## src/rtl/wptr_full.sv

```systemverilog
// Write-side pointer and full-flag logic for an asynchronous FIFO (write clock domain).
// Define ALMOST_FULL_EN to add the registered almost_full output and its occupancy logic.
module wptr_full #(
  parameter int WIDTH = 8,
  parameter int DEPTH = 16,
  parameter int AF_THRESH = DEPTH - 2,
  localparam int AW = $clog2(DEPTH)
) (
  input  logic          w_clk,
  input  logic          rst,
  input  logic          w_rq,
  input  logic [AW:0]   rptr_async,
  output logic [AW-1:0] waddr,
  output logic [AW:0]   wptr,
  output logic          wr_en,
  output logic          full,
`ifdef ALMOST_FULL_EN
  output logic          almost_full,
`endif
  output logic          overflow
);

  if (DEPTH < 4 || (DEPTH & (DEPTH - 1)) != 0 || WIDTH < 1 || AF_THRESH > DEPTH) begin : g_param_check
    $error("wptr_full: DEPTH must be a power of two >= 4 and AF_THRESH <= DEPTH");
  end

  logic [AW:0] wbin;
  logic [AW:0] wbin_next;
  logic [AW:0] wgray_next;
  logic [AW:0] wq1;
  logic [AW:0] wq2;
  logic        full_next;

  assign wr_en      = w_rq & ~full;
  assign waddr      = wbin[AW-1:0];
  assign wbin_next  = wbin + (AW + 1)'(wr_en);
  assign wgray_next = (wbin_next >> 1) ^ wbin_next;

  // Full when the next write pointer is exactly one lap ahead of the synchronized read pointer.
  assign full_next  = (wgray_next == {~wq2[AW:AW-1], wq2[AW-2:0]});

`ifdef ALMOST_FULL_EN
  localparam logic [AW:0] AF_LEVEL = (AW + 1)'(AF_THRESH);

  logic [AW:0] rbin_s;
  logic [AW:0] occupancy;

  always_comb begin
    rbin_s = '0;
    for (int i = 0; i <= AW; i++) begin
      rbin_s[i] = ^(wq2 >> i);
    end
  end

  assign occupancy = wbin_next - rbin_s;
`endif

  // The occupancy is pessimistic because wq2 lags the real read pointer by two edges.
  always_ff @(posedge w_clk) begin
    if (rst) begin
      wbin        <= '0;
      wptr        <= '0;
      wq1         <= '0;
      wq2         <= '0;
      full        <= 1'b0;
      overflow    <= 1'b0;
`ifdef ALMOST_FULL_EN
      almost_full <= 1'b0;
`endif
    end else begin
      wbin        <= wbin_next;
      wptr        <= wgray_next;
      wq1         <= rptr_async;
      wq2         <= wq1;
      full        <= full_next;
      if (w_rq && full) begin
        overflow  <= 1'b1;
      end
`ifdef ALMOST_FULL_EN
      almost_full <= (occupancy >= AF_LEVEL);
`endif
    end
  end

endmodule

```

## config.mk

```make
export PLATFORM = sky130hd
export DESIGN_NAME = wptr_full
export DESIGN_NICKNAME = d
export VERILOG_FILES = /design/src/rtl/wptr_full.sv
export SDC_FILE = /design/constraint.sdc
export NUM_CORES = 1
export LEC_CHECK = 0
export CAP_MARGIN = 30
export CORE_MARGIN = 1
export CORE_UTILIZATION = 45
export DETAILED_ROUTE_END_ITERATION = 16
export PLACE_DENSITY = 0.75
export SLEW_MARGIN = 20
export SYNTH_ARGS = -nofsm -noshare
export SYNTH_HDL_FRONTEND = slang
export SYNTH_SLANG_ARGS = --single-unit
```

## constraint.sdc

```tcl
create_clock -name w_clk -period 2.3 [get_ports w_clk]
set_input_delay 0.575 -clock w_clk [delete_from_list [all_inputs] [get_ports w_clk]]
set_output_delay 0.575 -clock w_clk [all_outputs]
set_load 0.01 [all_outputs]
```

==> flow_summary.ini <==
[status]
status = complete, no violations

[logic_synthesis]
synth_top_area_frac = 0.563
ys_types = 16
yosys.area.top_type = dfxtp_1
synth_compound_area_frac = 0.0335
syn-num-nets = 78
synth_xor_area_frac = 0.147
syn_inst = 68
yosys.area_share.simple = 0.199
synth_fa_ha_area_frac = 0.0335
yosys_warnings = 0
muxShareOfSynthArea = 0.0134
synth_area_per_cell_um2 = 11.0
netlist_area_um2 = 747
ys_seq_area_frac = 0.563
ys_ff_latch = 21
synth_top_family_by_area = simple AND/OR/NAND/NOR gates
yosys-top-cells-area = dfxtp_1 56%, nor2b_1 11%, xnor2_1 9.4%

[grt]
grt_pass1_vias = 538
overflow = 0
grt_max_degree = 12
antenna_found_initial = 0
grt_use_total = 0.175
grt_pass1_wl_um = 2270

[timing]
whs_ps = 450
slew_viol_final = 0
finalSetupTns_ps = 0
fmax_ghz = 0.440
fin_crit_sh = 0.988
tightest_slew_ps = 358
layout_min_cycle_time_ps = 2270
hold_viol_final = 0
maxSlewHeadroom = 0.761
clock_skew_ps = 4.43
finalSetupViolCount = 0

[clocking]
cts_made_buffers = 3
clockBufferDepth = 2
clkLatencyLatePin_ps = 290
cts_root_buf = clkbuf_4
cts.sinks = 21
clk_pin_slew_ps = 100
cts_tree = built
cts_max_level = 1
cts_hold_buf = 0

[floorplan]
coreArea_mm2 = 0.00152
ios = 20
chipWidth_um = 42.7
fp.dieArea_mm2 = 0.00183
rows = 14
die_y_um = 42.7
start_util = 0.490

[layout]
stdcell_area_mm2 = 0.00114
multiInputGateArea_um2 = 400
drive_gt1_frac = 0.220
num-nets-final = 111
num-fill-cells = 107
final_core_util = 0.747
area_growth_pct = 52.4
final_cell_mix = 21 x dfxtp_1, 18 x clkdlybuf4s50_1, 12 x nor2b_1
layout_commonest_cell = dfxtp_1
seq_area_um2 = 420
n_antenna_cell = 0
final_cells = 116

[drt]
firstDrtPassIters = 4
routed_wl_um = 1330
postRouteAntennaNets = 0
drc = 0
first_iter_violations = 4
wl_per_cell_um = 11.4
vias = 567
vias_per_cell = 4.89

[setup_path]
cp_cell_sequence = clkdlybuf4s50_1 -> nor2b_4 -> ha_4 -> ha_4 -> nand3_4 -> xor2_4 -> or3_4 -> a2111oi_4
critPathCaptureType = register
cp.required_ps = 2500
cp_num_buf_inv = 1
cpMostUsedCell = ha_4
max_stage_delay_ps = 480
criticalPathCategory = primary input to register
critPathTopFamily = simple AND/OR/NAND/NOR gates
critPathLaunchType = primary input
startpoint = w_rq
r2r_start = full$_SDFF_PP0_
cpMaxStageDelayCell = clkdlybuf4s50_1
cp_max_fo = 3
arrival_ps = 2470

[job]
cap_viol_max_count = 0

[power_and_ir_drop]
p_leak_nw = 0.438
peakVddDrop_v = 0.000443
power_density_mw_per_mm2 = 600

[place]
numPlacedInstances = 110
port_buffers = 19
dpl_cell_area_mm2 = 0.00102
gp_congestion = 0.667

[worst_hold_path]
hp-class = register to register
hp-start = wq1[3]$_SDFF_PP0_
[flip-flops by register name, indices dropped and copies added (netlist names)]
signal,flops
wptr,5
full,1
wbin,4
wq1,5
wq2,5
overflow,1
[layer usage]
metal / share of wire / global-route usage / wire [um]
met2: 0.54 / 0.312 / 717
met4: 0.033 / 0.144 / 44
met1: 0.39 / 0.167 / 513
met3: 0.041 / 0.0383 / 54
met5: 0 / 0 / 0
[cell families (layout without fill, tap and decap cells)]
family,Yosys count,in the layout
xor gates and xnor gates,11,11
and+or+nand+nor,28,28
AOI/OAI and AO/OA,3,3
buffers and inverters,2,34
adders and majority gates,2,2
muxes,1,1
DFF,21,21
[stage by stage]
step	setup WS, ps	total power [mW]
6_report	27.8	0.684
2_1_floorplan	77.1	0.450
4_1_cts	6.87	0.684
3_3_place_gp	-293	0.506
5_1_grt	-13.5	0.722
3_5_place_dp	-358	0.509
[cells in the mapped netlist]
cell       count
dfxtp_1       21
nor2b_1       13
nor2_1         8
xnor2_1        8
nand3_1        3
a21oi_1        2
clkbuf_1       2
ha_1           2
xor2_1         2
a2111oi_2      1
and2_1         1
mux2i_1        1
nand2_1        1
or2_2          1
or3_1          1
xnor3_1        1
[final cells by class]
type,instances,area share
Multi-Input combinational cell,45,0.352
Clock buffer,4,0.0231
Sequential cell,21,0.369
Timing Repair Buffer,30,0.238
Tap cell,16,0.0176
[report_power, final]
part,switching (mW),internal [mW]
clock,0.102,0.0675
sequential,0.00869,0.381
combinational,0.0477,0.0773
[final timing paths]
check	end	slack, ps	cells past startpoint
worst max-delay path	full$_SDFF_PP0_	30	8
worst min-delay path	wq2[3]$_SDFF_PP0_	450	1
worst max register to register	full$_SDFF_PP0_	450	7
worst min register to register	wq2[3]$_SDFF_PP0_	450	1
[repair_timing]
item | CTS | global route
pin swaps | 1 | 1
endpoints found under the setup margin | 2 | 1
buffers inserted | 0 | 2
resized for setup | 9 | 4
(Power assumes the default switching activity.)
